**src/rtl/operacional_multi.sv**
```systemverilog
// Multi-code door-lock controller: keypad entry, PIN table check, unlock/door timing, lockout, setup hand-off.
// Optional LOCKOUT_ESCALATE_EN: consecutive lockouts double in length (x1, x2, x4, x8 held) until a good match.
module operacional_multi #(
   parameter int PIN_DIGITS     = 4,
   parameter int NUM_PINS       = 5,
   parameter int MAX_FAILS      = 3,
   parameter int LOCKOUT_CYCLES = 30000,
   parameter int UNLOCK_CYCLES  = 5000,
   parameter int BIP_CYCLES     = 5000,
   parameter int ENTRY_TIMEOUT  = 10000
) (
   input  logic                                   clk,
   input  logic                                   rst,
   input  logic                                   key_valid,
   input  logic [3:0]                             key_code,
   input  logic                                   sensor_de_contato,
   input  logic                                   botao_interno,
   input  logic                                   setup_end,
   input  logic [NUM_PINS*(1+4*PIN_DIGITS)-1:0]   pin_table,
   output logic                                   tranca,
   output logic                                   bip,
   output logic                                   setup_on,
   output logic                                   bcd_enable,
   output logic [4*PIN_DIGITS-1:0]                bcd_digits,
   output logic [$clog2(MAX_FAILS+1)-1:0]         fail_count,
   output logic                                   lockout,
   output logic [$clog2(NUM_PINS)-1:0]            match_idx
);

   localparam int EW = 1 + 4*PIN_DIGITS;
   localparam int DW = 4*PIN_DIGITS;
   localparam int FW = $clog2(MAX_FAILS+1);
   localparam int IW = $clog2(NUM_PINS);
   localparam logic [3:0]    PD = 4'(PIN_DIGITS);
   localparam logic [FW-1:0] MF = FW'(MAX_FAILS);

   typedef enum logic [2:0] {IDLE, ENTRY, CHECK, UNLOCKED, DOOR_OPEN, LOCKOUT, SETUP} state_t;

   state_t state, next_state;
   logic key_prev, btn_prev;
   logic [3:0] digit_cnt;
   logic [31:0] timer, lock_timer, lock_dur;
   logic key_edge, btn_edge, key_ok, is_digit, locked;
   logic hit, check_ok, lock_expire;
   logic [IW-1:0] hit_idx;
   logic [FW-1:0] fail_next;

   assign key_edge   = key_valid & ~key_prev;
   assign btn_edge   = botao_interno & ~btn_prev;
   // The exit button takes priority over a key edge landing in the same cycle.
   assign key_ok     = key_edge & ~btn_edge & ~lockout;
   assign is_digit   = (key_code <= 4'd9);
   assign fail_next  = (fail_count == MF) ? fail_count : fail_count + 1'b1;
   assign lock_expire = lockout && (lock_timer >= lock_dur - 32'd1);
   assign check_ok   = hit && (digit_cnt == PD);

   assign locked     = !(state == UNLOCKED || state == DOOR_OPEN);
   assign tranca     = locked;
   assign bip        = (state == DOOR_OPEN) ? (timer >= 32'(BIP_CYCLES))
                                            : (locked && !sensor_de_contato);
   assign setup_on   = (state == SETUP);
   assign bcd_enable = (state == ENTRY) || (state == CHECK);

`ifdef LOCKOUT_ESCALATE_EN
   logic [1:0] esc;
   assign lock_dur = 32'(LOCKOUT_CYCLES) << esc;

   always_ff @(posedge clk or negedge rst) begin
      if (!rst)
         esc <= 2'd0;
      else if (state == CHECK && check_ok)
         esc <= 2'd0;
      else if (lock_expire && esc != 2'd3)
         esc <= esc + 2'd1;
   end
`else
   assign lock_dur = 32'(LOCKOUT_CYCLES);
`endif

   // Scan downward so the lowest enabled matching entry is the one left standing.
   always_comb begin
      hit     = 1'b0;
      hit_idx = '0;
      for (int k = NUM_PINS-1; k >= 0; k--) begin
         if (pin_table[k*EW + EW - 1] && (pin_table[k*EW +: DW] == bcd_digits)) begin
            hit     = 1'b1;
            hit_idx = IW'(k);
         end
      end
   end

   always_comb begin
      next_state = state;
      case (state)
         IDLE: begin
            if (btn_edge)                       next_state = UNLOCKED;
            else if (lockout && !lock_expire)   next_state = LOCKOUT;
            else if (key_ok && is_digit)        next_state = ENTRY;
         end
         ENTRY: begin
            if (btn_edge)                                   next_state = UNLOCKED;
            else if (key_ok && key_code == 4'hE)            next_state = IDLE;
            else if (key_ok && key_code == 4'hF)            next_state = CHECK;
            else if (!(key_ok && is_digit) &&
                     timer >= 32'(ENTRY_TIMEOUT - 1))       next_state = IDLE;
         end
         CHECK: begin
            if (check_ok)               next_state = (hit_idx == '0) ? SETUP : UNLOCKED;
            else if (fail_next >= MF)   next_state = LOCKOUT;
            else                        next_state = IDLE;
         end
         UNLOCKED: begin
            if (!sensor_de_contato)                         next_state = DOOR_OPEN;
            else if (timer >= 32'(UNLOCK_CYCLES - 1))       next_state = IDLE;
         end
         DOOR_OPEN: if (sensor_de_contato) next_state = IDLE;
         LOCKOUT: begin
            if (btn_edge)          next_state = UNLOCKED;
            else if (lock_expire)  next_state = IDLE;
         end
         SETUP:   if (setup_end) next_state = IDLE;
         default: next_state = IDLE;
      endcase
   end

   // The lockout flag has its own timer so an egress during lockout does not cancel it.
   always_ff @(posedge clk or negedge rst) begin
      if (!rst) begin
         state      <= IDLE;
         key_prev   <= 1'b0;
         btn_prev   <= 1'b0;
         timer      <= '0;
         lock_timer <= '0;
         bcd_digits <= '1;
         digit_cnt  <= '0;
         fail_count <= '0;
         lockout    <= 1'b0;
         match_idx  <= '0;
      end else begin
         state    <= next_state;
         key_prev <= key_valid;
         btn_prev <= botao_interno;

         if (next_state != state || (state == ENTRY && key_ok && is_digit))
            timer <= '0;
         else if (timer != '1)
            timer <= timer + 32'd1;

         if (state == CHECK || (next_state != ENTRY && next_state != CHECK)) begin
            bcd_digits <= '1;
            digit_cnt  <= '0;
         end else if (key_ok && is_digit) begin
            bcd_digits <= {bcd_digits[DW-5:0], key_code};
            if (digit_cnt != PD)
               digit_cnt <= digit_cnt + 4'd1;
         end

         if (state == CHECK) begin
            if (check_ok) begin
               match_idx  <= hit_idx;
               fail_count <= '0;
            end else begin
               fail_count <= fail_next;
            end
         end else if (lock_expire) begin
            fail_count <= '0;
         end

         if (state == CHECK && !check_ok && fail_next >= MF) begin
            lockout    <= 1'b1;
            lock_timer <= '0;
         end else if (lock_expire) begin
            lockout    <= 1'b0;
            lock_timer <= '0;
         end else if (lockout && lock_timer != '1) begin
            lock_timer <= lock_timer + 32'd1;
         end
      end
   end

endmodule

```
**config.mk**
```make
export PLATFORM = sky130hd
export DESIGN_NAME = operacional_multi
export DESIGN_NICKNAME = d
export VERILOG_FILES = /design/src/rtl/operacional_multi.sv
export SDC_FILE = /design/constraint.sdc
export NUM_CORES = 1
export LEC_CHECK = 0
export ABC_AREA = 1
export CORE_AREA = 2 2 112 196
export DETAILED_ROUTE_END_ITERATION = 6
export DIE_AREA = 0 0 114 198
export HOLD_SLACK_MARGIN = 0.15
export PLACE_DENSITY_LB_ADDON = 0.3
export SLEW_MARGIN = 20
export SYNTH_ARGS = -nofsm -noshare
export SYNTH_HDL_FRONTEND = slang
export SYNTH_SLANG_ARGS = --single-unit
export TNS_END_PERCENT = 10
```
**constraint.sdc**
```tcl
create_clock -name clk -period 2.2 [get_ports clk]
set_input_delay 0.66 -clock clk [delete_from_list [all_inputs] [get_ports clk]]
set_output_delay 0.66 -clock clk [all_outputs]
set_load 0.1 [all_outputs]
```
==> flow_summary_export.csv <==
group,metric,value,unit
die,rows,71,
critical_path,crit_slowest_cell,"clkdlybuf4s50_1",
die,die-area,0.02257,mm2
run_status,failed_checks,"negative setup slack",
sta,finalSetupTns,-33.39,ns
sta,rsz0062_at_grt,"true",
synthesis,avgSynthCellArea,6.501,um2
critical_path,cp_cell_sequence,"clkdlybuf4s50_1 -> xnor2_1 -> nand3_1 -> nor2_1 -> nand3_4 -> nand2_2 -> nor2_4 -> nand2_2 -> nand2_2 -> nand3_4 -> nand2_2 -> clkinv_2 -> nand2_2 -> nand2_2 -> nand3_4 -> clkbuf_16 -> nor3_2",
routing,wire_per_inst,16.27,um
global_routing,grt.total_usage,25.60,%
critical_path,crit_family,"simple AND/OR/NAND/NOR gates",
sta,holdWs,0.2721,ns
critical_path,worstPathMaxFanout,7,
synthesis,synth_area_leader_cell,"dfrtp_1",
placed_design,post_dp_cell_area,0.01104,mm2
global_routing,grt_max_degree,37,
clock_tree,cts_buffers,9,
clock_tree,cts-root-buf,"clkbuf_16",
synthesis,synth_nets,1275,
synthesis,yosys.cell_types.count,51,
clock_tree,h-tree-depth,3,
synthesis,yosysWarnings,0,
sta,report.final.hold_viol_count,0,
final_layout,area_growth_syn_to_layout,56.00,%
global_routing,grt_antenna_before_repair,0,
sta,fin_ws,-0.5219,ns
routing,drcViolationCount,0,
die,start_util,36.13,%
routing,drtAntennaViolNets,0,
final_layout,antennaDiodeCount,0,
pwr,power_leakage,5.898,nW
critical_path,path_common_cell,"nand2_2",
die,core_area,0.02114,mm2
sta,final-setup-viol-count,93,
final_layout,layout-drive-gt1-share,30.39,%
min_path,hp-class,"input port to async pin",
final_layout,multiInputGateArea,0.004745,mm2
synthesis,synth_area_leaders,"dfrtp_1 (26%), nand2_1 (19%), nor2_1 (8.4%)",
sta,fin_crit,2.722,ns
synthesis,netlist_top_cells_count,"nand2_1 (378), nor2_1 (170), inv_1 (156)",
final_layout,final_area,0.01192,mm2
synthesis,synth_top_area_share,25.88,%
clock_tree,cts_tree,"done",
critical_path,crit_path_max_incr_delay,0.42,ns
final_layout,fin_nets,1599,
routing,via_per_inst,4.968,
synthesis,synth-edff-count,0,
clock_tree,clkSinkCount,95,
pwr,power.density,694.3,mW/mm2
placed_design,pre_cts_ws,-0.8638,ns
die,die_h,198,um
synthesis,syn_inst,1175,
sta,worstMarginPinSlew,0.5365,ns
synthesis,synth_area,0.007639,mm2
clock_tree,clk_latency,0.36,ns
synthesis,seq_area_frac_synth,31.38,%
critical_path,path_buf_inv,3,
critical_path,worstPathArrival,3.01,ns
sta,clock.fmax,367.4,MHz
synthesis,ys.flop_type,"dfrtp_1",
die,die_w,114,um
critical_path,crit_path_end_kind,"flip-flop",
run_status,run_status,"finished with violations",
synthesis,ys_ff_latch,95,
final_layout,nFillCells,2028,
critical_path,crit_required,2.49,ns
routing,routed_wl,28620,um
routing,vias,8738,
clock_tree,hold_buffers,0,
sta,skew,0.009477,ns
critical_path,start_kind,"input port",
synthesis,ys_async_sr_fraction,100.0,%
placed_design,dp_hpwl,23020,um
critical_path,crit_type,"input port to flip-flop",
global_routing,grt_pass1_vias,8916,
sta,finalCritPeriodShare,123.7,%
placed_design,gp_congestion,1.068,
sta,slew_headroom,64.23,%
final_layout,regArea,0.002461,mm2
pwr,ir_drop,1.029,mV
sta,drv_slew,0,
routing,drt-initial-drc-count,520,
global_routing,overflow,0,
clock_tree,cts.clk_slew.worst_paths,0.07,ns
routing,dr.pass1.iters,5,
global_routing,grt_first_pass_wirelength,44070,um
placed_design,portBuffers,120,
die,ios,121,
synthesis,synth_most_common_cell,"nand2_1",
clock_tree,max-clock-path-buffers,2,
run,maxCapViolCount,0,
## per-stage QoR
step | total power [mW] | utilization [%] | cells
2_1_floorplan | 4.641 | - | 1175
3_3_place_gp | 6.028 | 52.23 | 1724
3_5_place_dp | 6.088 | 52.23 | 1724
4_1_cts | 7.899 | 55.08 | 1749
5_1_grt | 8.675 | 56.36 | 1759
6_report | 8.273 | 56.36 | 1759
## power breakdown
| part | internal, mW | switching, mW | total, mW |
|---|---|---|---|
| Combinational | 1.96 | 2.62 | 4.58 |
| Sequential | 1.88 | 0.150 | 2.03 |
| Clock | 0.951 | 0.712 | 1.66 |
## cells by family after synthesis
logic type	Yosys count	synth area share (%)
mux	1	0.1474
fa+ha+maj	5	0.8190
compound gates	66	4.832
flops	95	31.38
xor+xnor	46	5.274
simple gates	758	46.24
buf+inv	204	11.30
## final timing paths
path	from	end	slack, ns	cells after the start
max reg2reg	bcd_digits[10]$_DFFE_PN1P_	timer[16]$_DFFE_PN0P_	-0.50	19
min in group clk	botao_interno	btn_prev$_DFF_PN0_	0.45	1
max in group asynchronous	rst	timer[9]$_DFFE_PN0P_	1.26	2
max	pin_table[44]	timer[16]$_DFFE_PN0P_	-0.52	17
min reg2reg	lock_timer[14]$_DFFE_PN0P_	lock_timer[14]$_DFFE_PN0P_	0.51	2
min	rst	match_idx[2]$_DFFE_PN0P_	0.27	1
## state kept, by name (all words and copies together), names as in the netlist
register	count
timer	32
state	3
btn_prev	1
digit_cnt	4
key_prev	1
fail_count	2
match_idx	3
bcd_digits	16
lockout	1
lock_timer	32
## placed cells by master (no fill, tap or decap), types with 4 or more instances in the layout
cell,synthesis,routed
nand2_1,378,344
buf_4,5,192
inv_1,156,151
nor2_1,170,149
dfrtp_1,79,76
clkdlybuf4s50_1,0,50
nand4_1,45,45
nand3_1,51,44
buf_12,0,42
nand2_2,6,39
dlygate4sd2_1,0,34
nor3_2,31,32
o21ai_0,35,32
xor2_1,26,26
nor3_1,28,23
nor2_2,4,22
dfstp_4,0,16
xnor2_1,20,15
inv_2,18,14
clkbuf_16,0,12
nand3_2,8,11
a21oi_1,10,10
buf_6,8,10
dlymetal6s2s_1,0,9
nor2_4,3,6
inv_4,0,6
nand3_4,2,6
o21ai_1,6,6
nor4_1,7,6
inv_6,1,5
xnor2_2,0,5
nand3b_1,5,5
ha_1,5,5
nor3_4,0,4
nor3b_2,0,4
a31oi_1,4,4
## layer usage
metal	vias up	GRT usage [%]	part of all wire, %
li1	4347	-	-
met1	4012	24.45	34
met2	278	48.96	54
met3	101	3.306	4.3
met4	0	18.38	7.9
met5	-	0	0
## cell type report
type	instances	area share, %
Inverter	177	5.922
Sequential cell	95	20.65
Clock inverter	6	0.5460
Timing Repair Buffer	340	28.29
Clock buffer	10	2.100
Multi-Input combinational cell	876	39.82
Tap cell	255	2.677
## repair_timing
action,in CTS,in global routing
buffers inserted,9,8
cloned,0,2
setup endpoints to repair,95,97
pin swaps,20,20
gates resized for setup,102,47
Power figures use the tool's default switching activity.
